[src/rtl/corrode_frame_ctrl.sv]
`default_nettype none
//==============================================================================
// Module      : corrode_frame_ctrl
// Description : Frame-level sequencer for the corrosion stage. Arms on camera
//               VSYNC and gates exactly H_ACT*V_ACT pixels into the corrosion
//               block. Host threshold/enable changes go through a shadow
//               register and take effect only at frame start. Counts corrosion
//               output blocks per frame. When VSYNC cuts a frame short, the
//               frame is padded with white pixels so that downstream counters
//               stay frame-aligned.
// Optional    : CORRODE_STAT_EN adds white_cnt (white output blocks per frame).
// Ports       : sys_clk/sys_rst_n       clock, async active-low reset
//               cfg_req/cfg_ack         4-phase host config handshake
//               cfg_en/cfg_err          requested enable / threshold
//               cam_vsync/valid/wb      camera pixel stream
//               crd_valid/wb/err        pixel stream + threshold to corrosion
//               crd_o_valid/crd_o_wb    corrosion block output
//               blk_cnt (white_cnt)     per-frame statistics
//               frame_done/frame_err    completion / abort pulses
//               busy                    frame in progress
// Revision    : 1.0 - initial release
//==============================================================================
`timescale 1ns/1ps

`ifndef OV5640_X
`define OV5640_X 640
`endif
`ifndef OV5640_Y
`define OV5640_Y 480
`endif

module corrode_frame_ctrl #(
  parameter int H_ACT = `OV5640_X,
  parameter int V_ACT = `OV5640_Y,
  parameter int PIX_W = 20,
  parameter int C_W   = 16,
  parameter int CNT_W = 16,
  parameter int DRAIN = 2
) (
  input  logic             sys_clk,
  input  logic             sys_rst_n,
  input  logic             cfg_req,
  output logic             cfg_ack,
  input  logic             cfg_en,
  input  logic [C_W-1:0]   cfg_err,
  input  logic             cam_vsync,
  input  logic             cam_valid,
  input  logic             cam_wb,
  output logic             crd_valid,
  output logic             crd_wb,
  output logic [C_W-1:0]   crd_err,
  input  logic             crd_o_valid,
  input  logic             crd_o_wb,
  output logic [CNT_W-1:0] blk_cnt,
`ifdef CORRODE_STAT_EN
  output logic [CNT_W-1:0] white_cnt,
`endif
  output logic             frame_done,
  output logic             frame_err,
  output logic             busy
);

  localparam logic [PIX_W-1:0] PIX_LAST = PIX_W'(H_ACT * V_ACT - 1);
  localparam int               DR_W     = (DRAIN > 1) ? $clog2(DRAIN) : 1;
  localparam logic [DR_W-1:0]  DR_LAST  = DR_W'(DRAIN - 1);
  localparam logic [CNT_W-1:0] CNT_MAX  = '1;

  typedef enum logic [2:0] {
    S_IDLE   = 3'd0,
    S_ARM    = 3'd1,
    S_ACTIVE = 3'd2,
    S_PAD    = 3'd3,
    S_DRAIN  = 3'd4
  } state_t;

  state_t             state_q, state_d;
  logic               vsync_q;
  logic               cfg_ack_q, cfg_ack_d;
  logic               sh_en_q, sh_en_d;
  logic [C_W-1:0]     sh_err_q, sh_err_d;
  logic [C_W-1:0]     crd_err_q, crd_err_d;
  logic               crd_valid_q, crd_valid_d;
  logic               crd_wb_q, crd_wb_d;
  logic [PIX_W-1:0]   pix_cnt_q, pix_cnt_d;
  logic [DR_W-1:0]    drain_q, drain_d;
  logic               abort_q, abort_d;
  logic [CNT_W-1:0]   blk_run_q, blk_run_d;
  logic [CNT_W-1:0]   blk_cnt_q, blk_cnt_d;
  logic               frame_done_q, frame_done_d;
  logic               frame_err_q, frame_err_d;

  logic               w_vs_rise;
  logic               w_start;     // ARM -> ACTIVE this cycle
  logic               w_counting;  // statistics window open
  logic               w_done;      // clean frame completes this cycle
  logic [CNT_W-1:0]   w_blk_next;

  assign w_vs_rise  = cam_vsync & ~vsync_q;
  assign w_start    = (state_q == S_ARM) && w_vs_rise && sh_en_q;
  assign w_counting = (state_q == S_ACTIVE) || (state_q == S_PAD) || (state_q == S_DRAIN);
  assign w_done     = (state_q == S_DRAIN) && (drain_q == DR_LAST) && !abort_q;
  assign w_blk_next = (crd_o_valid && (blk_run_q != CNT_MAX)) ? blk_run_q + CNT_W'(1) : blk_run_q;

  always_ff @(posedge sys_clk or negedge sys_rst_n) begin
    if (!sys_rst_n) begin
      state_q      <= S_IDLE;
      vsync_q      <= 1'b0;
      cfg_ack_q    <= 1'b0;
      sh_en_q      <= 1'b0;
      sh_err_q     <= '0;
      crd_err_q    <= '0;
      crd_valid_q  <= 1'b0;
      crd_wb_q     <= 1'b0;
      pix_cnt_q    <= '0;
      drain_q      <= '0;
      abort_q      <= 1'b0;
      blk_run_q    <= '0;
      blk_cnt_q    <= '0;
      frame_done_q <= 1'b0;
      frame_err_q  <= 1'b0;
    end else begin
      state_q      <= state_d;
      vsync_q      <= cam_vsync;
      cfg_ack_q    <= cfg_ack_d;
      sh_en_q      <= sh_en_d;
      sh_err_q     <= sh_err_d;
      crd_err_q    <= crd_err_d;
      crd_valid_q  <= crd_valid_d;
      crd_wb_q     <= crd_wb_d;
      pix_cnt_q    <= pix_cnt_d;
      drain_q      <= drain_d;
      abort_q      <= abort_d;
      blk_run_q    <= blk_run_d;
      blk_cnt_q    <= blk_cnt_d;
      frame_done_q <= frame_done_d;
      frame_err_q  <= frame_err_d;
    end
  end

  always_comb begin
    state_d      = state_q;
    cfg_ack_d    = cfg_ack_q;
    sh_en_d      = sh_en_q;
    sh_err_d     = sh_err_q;
    crd_err_d    = crd_err_q;
    crd_valid_d  = 1'b0;
    crd_wb_d     = 1'b0;
    pix_cnt_d    = pix_cnt_q;
    drain_d      = drain_q;
    abort_d      = abort_q;
    blk_run_d    = blk_run_q;
    blk_cnt_d    = blk_cnt_q;
    frame_done_d = 1'b0;
    frame_err_d  = 1'b0;

    // Shadow config: accepted in any state, applied only at frame start.
    if (cfg_req && !cfg_ack_q) begin
      sh_en_d   = cfg_en;
      sh_err_d  = cfg_err;
      cfg_ack_d = 1'b1;
    end else if (!cfg_req) begin
      cfg_ack_d = 1'b0;
    end

    if (w_counting) begin
      blk_run_d = w_blk_next;
    end

    case (state_q)
      S_IDLE: begin
        if (sh_en_q) state_d = S_ARM;
      end
      S_ARM: begin
        if (w_vs_rise) begin
          crd_err_d = sh_err_q;
          if (sh_en_q) begin
            state_d   = S_ACTIVE;
            pix_cnt_d = '0;
            abort_d   = 1'b0;
            blk_run_d = '0;
          end else begin
            state_d   = S_IDLE;
          end
        end
      end
      S_ACTIVE: begin
        crd_valid_d = cam_valid;
        crd_wb_d    = cam_wb;
        if (cam_valid) pix_cnt_d = pix_cnt_q + PIX_W'(1);
        // A final pixel coinciding with VSYNC still completes the frame cleanly.
        if (cam_valid && (pix_cnt_q == PIX_LAST)) begin
          state_d = S_DRAIN;
          drain_d = '0;
        end else if (w_vs_rise) begin
          state_d = S_PAD;
        end
      end
      S_PAD: begin
        crd_valid_d = 1'b1;
        crd_wb_d    = 1'b1;
        pix_cnt_d   = pix_cnt_q + PIX_W'(1);
        if (pix_cnt_q >= PIX_LAST) begin
          state_d = S_DRAIN;
          drain_d = '0;
          abort_d = 1'b1;
        end
      end
      S_DRAIN: begin
        drain_d = drain_q + DR_W'(1);
        if (drain_q == DR_LAST) begin
          state_d = sh_en_q ? S_ARM : S_IDLE;
          if (abort_q) begin
            frame_err_d  = 1'b1;
          end else begin
            frame_done_d = 1'b1;
            blk_cnt_d    = w_blk_next;
          end
        end
      end
      default: state_d = S_IDLE;
    endcase
  end

`ifdef CORRODE_STAT_EN
  logic [CNT_W-1:0] wht_run_q, wht_run_d;
  logic [CNT_W-1:0] wht_cnt_q, wht_cnt_d;
  logic [CNT_W-1:0] w_wht_next;

  assign w_wht_next = (crd_o_valid && crd_o_wb && (wht_run_q != CNT_MAX)) ?
                      wht_run_q + CNT_W'(1) : wht_run_q;

  always_comb begin
    wht_run_d = wht_run_q;
    wht_cnt_d = wht_cnt_q;
    if (w_start)         wht_run_d = '0;
    else if (w_counting) wht_run_d = w_wht_next;
    if (w_done)          wht_cnt_d = w_wht_next;
  end

  always_ff @(posedge sys_clk or negedge sys_rst_n) begin
    if (!sys_rst_n) begin
      wht_run_q <= '0;
      wht_cnt_q <= '0;
    end else begin
      wht_run_q <= wht_run_d;
      wht_cnt_q <= wht_cnt_d;
    end
  end

  assign white_cnt = wht_cnt_q;
`else
  // Without statistics only the block count is kept.
`endif

  assign cfg_ack    = cfg_ack_q;
  assign crd_valid  = crd_valid_q;
  assign crd_wb     = crd_wb_q;
  assign crd_err    = crd_err_q;
  assign blk_cnt    = blk_cnt_q;
  assign frame_done = frame_done_q;
  assign frame_err  = frame_err_q;
  assign busy       = w_counting;

endmodule
`default_nettype wire
[config.mk]
export PLATFORM = sky130hd
export DESIGN_NAME = corrode_frame_ctrl
export DESIGN_NICKNAME = d
export VERILOG_FILES = /design/src/rtl/corrode_frame_ctrl.sv
export SDC_FILE = /design/constraint.sdc
export NUM_CORES = 1
export LEC_CHECK = 0
export CORE_AREA = 10 10 107 109
export CTS_BUF_LIST = sky130_fd_sc_hd__clkbuf_16
export DETAILED_ROUTE_END_ITERATION = 8
export DIE_AREA = 0 0 117 119
export PLACE_DENSITY = 0.7
export SKIP_CTS_REPAIR_TIMING = 1
export SLEW_MARGIN = 20
export SYNTH_ARGS = -nofsm -noshare
export SYNTH_HDL_FRONTEND = slang
export SYNTH_SLANG_ARGS = --single-unit
[constraint.sdc]
create_clock -name sys_clk -period 2.3 [get_ports sys_clk]
set_input_delay 0.23 -clock sys_clk [delete_from_list [all_inputs] [get_ports sys_clk]]
set_output_delay 0.23 -clock sys_clk [all_outputs]
set_load 0.02 [all_outputs]
==> results of run 1 <==
[routing by layer]
metal,vias to the layer above,GRT usage
li1,1581,-
met1,1582,0.189
met2,78,0.235
met3,16,0.0487
met4,0,0.0649
met5,-,0
[path summary, 6_finish.rpt]
| path | endpoint | slack (ns) | cells after the start |
|---|---|---|---|
| max | blk_run_q[2]$_DFF_PN0_ | 0.22 | 7 |
| min | cfg_ack$_DFFE_PN0P_ | 0.34 | 1 |
| max reg2reg | blk_run_q[2]$_DFF_PN0_ | 0.22 | 7 |
| min reg2reg | blk_cnt[12]$_DFFE_PN0P_ | 0.48 | 2 |
| max in group asynchronous | state_q[0]$_DFFE_PN0P_ | 1.17 | 3 |
| min in group asynchronous | blk_cnt[1]$_DFFE_PN0P_ | 0.42 | 2 |
[sequential cells by signal (all words and copies together) (netlist names)]
name and cells:
frame_done 1, crd_valid 1, abort_q 1, drain_q 1, state_q 3, vsync_q 1, blk_cnt 16, crd_wb 1
frame_err 1, pix_cnt_q 20, sh_err_q 16, blk_run_q 16, sh_en_q 1, cfg_ack 1, crd_err 16
[worst reg2reg max path, cell delays in order (launching register included)]
cell,delay [ns]
dfrtp_1,0.44
ha_1,0.30
nand3_2,0.17
o41ai_4,0.52
buf_4,0.24
nor2_2,0.07
nand2_1,0.08
mux2i_1,0.18
[through the flow]
| step | power, uW | setup WS, ns |
|---|---|---|
| floorplan | 3420 | 0.422 |
| detailed placement | 4340 | 0.153 |
| global route | 6070 | 0.0615 |
| global placement | 4280 | 0.209 |
| CTS | 5790 | -0.0373 |
| finish | 5730 | 0.222 |
[layout make-up]
cell class	count	area, um^2	share of cell area
Clock buffer	9	225	0.0395
Clock inverter	7	55.1	0.00966
Inverter	11	41.3	0.00725
Multi-Input combinational cell	288	2070	0.364
Sequential cell	96	2400	0.422
Tap cell	114	143	0.0250
Timing Repair Buffer	77	758	0.133
[synthesized netlist by cell type, drive strengths merged]
| library cell | count |
|---|---|
| o211ai | 2 |
| nor2b | 4 |
| a211oi | 1 |
| nor3b | 2 |
| buf | 9 |
| o211a | 1 |
| nand2b | 2 |
| dfrtp | 96 |
| a41o | 1 |
| mux2i | 6 |
| nand2 | 42 |
| o21a | 2 |
| ha | 2 |
| and4bb | 1 |
| or2 | 2 |
| inv | 11 |
| nor4 | 14 |
| o22ai | 1 |
| a21oi | 5 |
| nor4b | 4 |
| and3 | 2 |
| and2 | 4 |
| mux2 | 33 |
| o41ai | 1 |
| a2bb2oi | 1 |
| a32o | 1 |
| xnor2 | 38 |
| clkbuf | 11 |
| xor2 | 3 |
| a22oi | 1 |
| nor2 | 39 |
| nand3 | 11 |
| or3 | 3 |
| or3b | 1 |
| o21ai | 23 |
| or4 | 1 |
| o2111ai | 1 |
| nand4 | 11 |
| and4 | 5 |
| a21o | 1 |
| nor4bb | 1 |
| nor3 | 15 |
[logic make-up after synthesis]
family | synth area share
adder cells (fa/ha/maj) | 0.00543
flip-flops | 0.522
AO/OA/AOI/OAI | 0.0625
multiplexers | 0.0937
XOR/XNOR | 0.0780
buffers and inverters | 0.0299
AND/OR/NAND/NOR | 0.209
[power by group]
group	leakage [uW]	switching, uW	internal, uW
sequential	0.00119	312	2080
combinational	0.00111	972	955
clock	0.000128	671	742
==> metrics.md, run 1 <==
| Metric | Value |
|---|---|
| Status | completed |
| Hold Path Class | primary input to flop |
| Synth Warn # | 0 |
| Initial Util | 0.487 |
| Power Density | 1010 nW/um^2 |
| Post-DP HPWL | 7.13 mm |
| Crit path time final | 2.08 ns |
| Post-Layout Inst Area | 5700 um^2 |
| First-pass GRT wire length | roughly 17 mm |
| Gpl congestion | 0.916 |
| Sum Neg Setup Slack | 0 ns |
| Die area | 13900 um^2 |
| Slowest cell delay on critical path | 0.52 ns |
| Crit-path max FO | 7 |
| Clk buf depth | 2 |
| Root buf cell | clkbuf_16 |
| Most common cell after layout, fill and taps aside | dfrtp_1 |
| Post-route ant nets | 0 |
| Hold_ws | 0.339 ns |
| Wire length on met3 | 792 um |
| Largest net degree at the start of global routing | 43 |
| CTS buffer count | 9 |
| Inst Count DP | 584 |
| Max Clock Freq | about 0.48 GHz |
| DRC viols | 0 |
| Final #Nets | 510 |
| Initial antenna violation count | 0 |
| Number of synthesized register bits | 96 |
| Vias in the first global route | 3429 |
| CP delay by family, top | compound AO/OA/AOI/OAI gates |
| Critical R2R Launch | blk_run_q[0]$_DFF_PN0_ |
| Worst path bufs/invs | 1 |
| Maxcap violations | 0 |
| Iter 0 DRT Violations | 251 |
| Cell taking the most area after synthesis | dfrtp_1 |
| Non-filler cells, final | 602 |
| CP Class | flop to flop |
| Cells after Synth | a little over 400 |
| Wire length on met1 | around 4.4 mm |
| PortBufs | 61 |
| Worst Min Path Start | cfg_req |
| Syn avg cell area | 11.1 um^2 |
| Final Hold Fails | 0 |
| TritonCTS Sinks | between 90 and 100 |
| Fillers | 792 |
| Area fraction of the dominant cell type after synthesis | 0.522 |
| Critical Path End Type | flop |
| Skew final | 0.00472 ns |
| FP Rows | 36 |
| Relative slew slack | 0.615 |
| Final Slew Violations | 0 |
| Final period utilization | 0.903 |
| P&R area growth vs syn | 23.7% |
| Synth cell types | 55 |
| Post-Syn Area | 4610 um^2 |
| Antenna diodes | 0 |
| Layout cells sized above 1 | 0.176 |
| Post-DP Area | 5390 um^2 |
| CTS H-tree depth | 3 |
| Leak | 0.00243 uW |
| Critical Path Start Type | flop |
| Final core utilization | 0.602 |
| Clk slew on worst S/H paths | 0.07 ns |
| # IOs | 63 |
| Gr ovfl total | 0 |
| Vias | about 3300 |
| Synth area leaders | dfrtp_1, mux2_2, xnor2_1 |
| RSZ-0062 raised after global routing | no |
| Total global-route track usage | 0.151 |
| Vias per cell | 5.41 |
| Later-pin clock latency in the skew report | 0.35 ns |
| Sequential area share after synthesis | 0.522 |
| Die Y | 119 um |
| Routed wire length per instance | 16.8 um |
| Worst EP arrival | 2.35 ns |
| Most frequent cells in the layout | dfrtp_1, clkdlybuf4s50_1, nand2_1 |
| Die Width | 117 um |
| Core area | 9460 um^2 |
| Syn nets | 442 |
| DR top layer | met4 |
| Peak VDD IR | 0.575 mV |
| TritonCTS clock tree | built |
| Critical path origin | blk_run_q[0]$_DFF_PN0_ |
| Measured slew at the worst slew-check pin | 0.576 ns |
| Post-Route WL | 10.1 mm |
| Drt pass-1 iters | 4 |
| Setup violators final | 0 |
| Req. time, crit path | 2.57 ns |
| Slowest CP cell | o41ai_4 |
| DR WL met2 | 4.73 mm |
| Crit path cell chain | ha_1 > nand3_2 > o41ai_4 > buf_4 > nor2_2 > nand2_1 > mux2i_1 |
(Power assumes the default switching activity.)
==> run 2, diff against run 1 <==
- MAX_ROUTING_LAYER: not set -> met4
==> run 2 against run 1 <==
  * Clock power grew 14%
  * Critical endpoint is now busy
  * Fmax shrank 6.6%
  * Sequential power is essentially flat
  * Highest routed layer unchanged
  * Total power grew 3.4%
  * Register-to-register slack lost 0.02 ns
==> metrics.md, run 2 (synthesized netlist as in run 1, its figures left out) <==
| Metric | Value |
|---|---|
| Post-DP Area | 5400 um^2 |
| Post-route ant nets | 0 |
| Post-DP HPWL | a little over 7 mm |
| Die Width | 117 um |
| TritonCTS clock tree | built |
| Maxcap violations | 0 |
| Hold Path Class | primary input to flop |
| Register ranked first by flip-flop count | pix_cnt_q |
| Clk slew on worst S/H paths | ~0.070 ns |
| Measured slew at the worst slew-check pin | between 0.5 and 0.6 ns |
| FP Rows | 36 |
| CTS buffer count | 9 |
| CP Class | flop to output port |
| Peak VDD IR | around 0.65 mV |
| Relative slew slack | 0.601 |
| Most common cell after layout, fill and taps aside | dfrtp_1 |
| DRC viols | 0 |
| Largest register FFs | 20 |
| Drt pass-1 iters | 4 |
| Power Density | 1030 nW/um^2 |
| Critical Path End Type | output port |
| # IOs | 63 |
| Crit path time final | 2.22 ns |
| Later-pin clock latency in the skew report | 0.34 ns |
| Final Slew Violations | 0 |
| Worst EP arrival | between 1.5 and 2 ns |
| Final period utilization | 0.967 |
| Vias | 3250 |
| First-pass GRT wire length | 16.4 mm |
| CTS H-tree depth | 3 |
| Gr ovfl total | 0 |
| Initial Util | 0.487 |
| Most frequent cells in the layout | dfrtp_1, clkdlybuf4s50_1, nand2_1 |
| Status | completed |
| Vias in the first global route | 3313 |
| Fillers | 786 |
| Sum Neg Setup Slack | 0 ns |
| Core area | 9460 um^2 |
| Layout cells sized above 1 | 0.180 |
| Final #Nets | 512 |
| TritonCTS Sinks | between 90 and 100 |
| Setup violators final | 0 |
| Post-Route WL | roughly 9.8 mm |
| Clk buf depth | 2 |
| Largest net degree at the start of global routing | 41 |
| PortBufs | 61 |
| Total global-route track usage | 0.151 |
| Critical Path Start Type | flop |
| Gpl congestion | 0.940 |
| Vias per cell | 5.38 |
| Crit-path max FO | 7 |
| Req. time, crit path | 2.07 ns |
| Final Hold Fails | 0 |
| Routed wire length per instance | 16.3 um |
| Skew final | 0.00625 ns |
| Root buf cell | clkbuf_16 |
| Antenna diodes | 0 |
| Max Clock Freq | 0.450 GHz |
| Leak | 0.00247 uW |
| Die area | 13900 um^2 |
| Iter 0 DRT Violations | 178 |
| Post-Layout Inst Area | 5760 um^2 |
| Die Y | 119 um |
| P&R area growth vs syn | 25.1% |
| Initial antenna violation count | 0 |
==> run 2: power breakdown <==
| part | total (uW) | internal, uW | switching [uW] |
|---|---|---|---|
| registers | 2380 | 2080 | 302 |
| logic | 1940 | 969 | 970 |
| clock network | 1610 | 956 | 651 |
| total | 5930 | 4010 | 1920 |
==> run 2: through the flow <==
stage	total power, uW	utilization	std cells	worst slack [ns]	hold WS, ns
4_1_cts	5970	0.605	600	-0.0427	-0.144
5_1_grt	6260	0.609	604	-0.00223	0.349
6_report	5930	0.609	604	0.0759	0.340
2_1_floorplan	3420	-	415	0.422	-0.0656
3_5_place_dp	4340	0.571	584	0.187	0.231
3_3_place_gp	4280	0.571	584	0.214	0.227
==> run 2: final timing paths <==
check / from / endpoint / slack, ns / depth (start not counted)
max: state_q[1]$_DFFE_PN0P_ / busy / 0.08 / 4
max in group asynchronous: sys_rst_n / blk_cnt[14]$_DFFE_PN0P_ / 1.26 / 3
min reg2reg: blk_cnt[14]$_DFFE_PN0P_ / blk_cnt[14]$_DFFE_PN0P_ / 0.48 / 2
max reg2reg: blk_run_q[0]$_DFF_PN0_ / blk_cnt[2]$_DFFE_PN0P_ / 0.20 / 7
min in group asynchronous: sys_rst_n / frame_done$_DFF_PN0_ / 0.40 / 2
min: cfg_req / cfg_ack$_DFFE_PN0P_ / 0.34 / 1
==> run 2: worst max-delay path: stages, from the launching register on <==
cell             delay (ns)
dfrtp_1                0.48
nor3b_4                0.32
nor2_1                 0.10
inv_1                  0.13
clkdlybuf4s50_1        0.62
==> run 2: per-layer routing <==
| metal | track usage | vias to the layer above | wire length (um) |
|---|---|---|---|
| met5 | - | - | 0 |
| met4 | 0.0549 | 0 | 131 |
| met3 | 0.0402 | 12 | 468 |
| met1 | 0.199 | 1590 | 4720 |
| li1 | - | 1585 | - |
| met2 | 0.218 | 63 | 4520 |
==> run 2: final cells by class <==
| type | instances | area, um^2 | area share |
|---|---|---|---|
| clock buffer | 9 | 225 | 0.0391 |
| clock inverter | 7 | 95.1 | 0.0165 |
| inverter | 11 | 41.3 | 0.00717 |
| multi-input combinational | 288 | 2070 | 0.360 |
| sequential | 96 | 2400 | 0.417 |
| tap | 114 | 143 | 0.0248 |
| timing repair buffer | 79 | 783 | 0.136 |
==> run 3, diff against run 2 <==
- PLACE_DENSITY: 0.7 -> 0.79
==> run 3 against run 2 <==
  * Setup slack better by 0.073 ns
  * Total power is 3.2% lower
  * Clock power fell by 9.9%
  * Critical endpoint unchanged
  * Highest routed layer unchanged
  * Non-clock buffer count fell by 1
  * Largest power group unchanged
  * Hold slack better by 0.0076 ns
  * Utilization is 0.54 points lower
  * Critical path depth is the same
  * Global-route usage is 0.59 points lower
==> metrics.md, run 3 (synthesized netlist as in run 1, its figures left out) <==
| Metric | Value |
|---|---|
| Status | completed |
| Final core utilization | 0.604 |
| Final period utilization | 0.935 |
| Drt pass-1 iters | 4 |
| Psw | between 1500 and 2000 uW |
| DRC viols | 0 |
| Critical Path End Type | output port |
| RSZ-0062 raised after global routing | no |
| Measured slew at the worst slew-check pin | roughly 0.57 ns |
| First-pass GRT wire length | 16.2 mm |
| TritonCTS Sinks | 96 |
| Die Y | 119 um |
| Clk slew on worst S/H paths | 0.07 ns |
| Root buf cell | clkbuf_16 |
| CTS H-tree depth | 3 |
| Post-Route WL | 9.47 mm |
| Die Width | 117 um |
| P&R area growth vs syn | 24.0% |
| Relative slew slack | 0.617 |
| Largest net degree at the start of global routing | 54 |
| Leak | 0.00244 uW |
| Vias in the first global route | 3412 |
| Routed wire length per instance | 15.7 um |
| Layout cells sized above 1 | 0.180 |
| PortBufs | 61 |
| Final Hold Fails | 0 |
| Internal Pwr Total | 3790 uW |
| TritonCTS clock tree | built |
| Die area | 13900 um^2 |
| Final Slew Violations | 0 |
| Peak VDD IR | 0.603 mV |
| Vias per cell | 5.35 |
| Final #Nets | 511 |
| Crit-path max FO | 8 |
| Register ranked first by flip-flop count | pix_cnt_q |
| Critical Path Start Type | flop |
| Sequential Power Share | 0.414 |
| Total global-route track usage | 0.145 |
| Iter 0 DRT Violations | 237 |
| Max Clock Freq | 0.465 GHz |
| Hold Path Class | primary input to flop |
| Vias | 3228 |
| Clock share of power | 0.253 |
| Core area | between 9000 and 10000 um^2 |
| Maxcap violations | 0 |
| Post-DP HPWL | 6.79 mm |
| CTS buffer count | 9 |
| CP Class | flop to output port |
| Initial Util | 0.487 |
| Crit path time final | 2.15 ns |
| Post-route ant nets | 0 |
| Hold_ws | 0.348 ns |
| # IOs | between 60 and 70 |
| Most common cell after layout, fill and taps aside | dfrtp_1 |
| Sw Share | 0.339 |
| Gpl congestion | 0.934 |
| Initial antenna violation count | 0 |
| Slowest cell delay on critical path | 0.63 ns |
| Worst EP arrival | 1.92 ns |
| Most frequent cells in the layout | dfrtp_1, clkdlybuf4s50_1, nand2_1 |
| Clk buf depth | 2 |
| Power Density | 1010 nW/um^2 |
| Setup violators final | 0 |
| Post-DP Area | 5390 um^2 |
| Gr ovfl total | 0 |
| FP Rows | 36 |
| Slowest CP cell | clkdlybuf4s50_1 |
| Fillers | 786 |
| Req. time, crit path | 2.07 ns |
| Largest register FFs | 20 |
| Antenna diodes | 0 |
| Skew final | 0.00576 ns |
| Later-pin clock latency in the skew report | roughly 0.34 ns |
| Gate power share | 0.333 |
| Crit path cell chain | nor3b_4 > nor2_1 > inv_1 > clkdlybuf4s50_1 |
| Post-Layout Inst Area | around 5700 um^2 |
-- run 3: cell count changes in the layout (fill, tap and decap cells not counted) --
cell,previous run,this run
inv_8,0,3
clkinvlp_4,0,1
inv_1,12,11
bufinv_16,2,0
buf_12,3,2
inv_6,2,1
-- run 3: layer usage --
layer  track usage  wire (um)  vias up
met4        0.0379        140        0
met1         0.170       4050     1557
met2         0.223       4430       78
met5             -          0        -
met3        0.0633        845       14
li1              -          -     1579
-- run 3: path summary, 6_finish.rpt --
check | startpoint | endpoint | slack [ns] | cells past startpoint
worst max-delay path | state_q[0]$_DFFE_PN0P_ | busy | 0.15 | 4
worst min-delay path | cfg_req | cfg_ack$_DFFE_PN0P_ | 0.35 | 1
worst max register to register | blk_run_q[0]$_DFF_PN0_ | blk_cnt[3]$_DFFE_PN0P_ | 0.21 | 7
worst min register to register | blk_cnt[8]$_DFFE_PN0P_ | blk_cnt[8]$_DFFE_PN0P_ | 0.49 | 2
max in group asynchronous | sys_rst_n | pix_cnt_q[14]$_DFFE_PN0P_ | 1.19 | 3
min in group asynchronous | sys_rst_n | frame_done$_DFF_PN0_ | 0.43 | 2
-- run 3: cell type report --
type / instances / area (um^2) / area share
repair buffers: 78 / 763 / 0.134
clock buffers: 9 / 225 / 0.0394
flip-flops and latches: 96 / 2400 / 0.421
multi-input cells: 288 / 2070 / 0.363
inverters: 11 / 41.3 / 0.00723
well taps: 114 / 143 / 0.0250
clock inverters: 7 / 63.8 / 0.0112
-- run 3: stage by stage --
step / setup WS (ns) / cells / setup TNS, ns / total power [uW]
floorplan: 0.422 / 415 / 0 / 3420
global placement: 0.261 / 584 / 0 / 4250
detailed placement: 0.210 / 584 / 0 / 4310
CTS: -0.0307 / 600 / -0.0307 / 5780
global route: 0.0374 / 603 / 0 / 6080
finish: 0.149 / 603 / 0 / 5740
-- run 3: power by group through the flow --
stage | clock network [uW] | logic, uW | registers, uW
final | 1450 | 1910 | 2380
after global routing | 1560 | 2080 | 2440
after CTS | 1490 | 1920 | 2370
after detailed placement | 0 | 1910 | 2400
after global placement | 0 | 1870 | 2380
after floorplan | 0 | 767 | 2650
-- run 3: worst max-delay path, delay by kind of cell (launching register included) --
family | cells | cell delay (ns)
buffers and inverters | 2 | 0.76
flip-flops | 1 | 0.49
AND/OR/NAND/NOR | 2 | 0.33
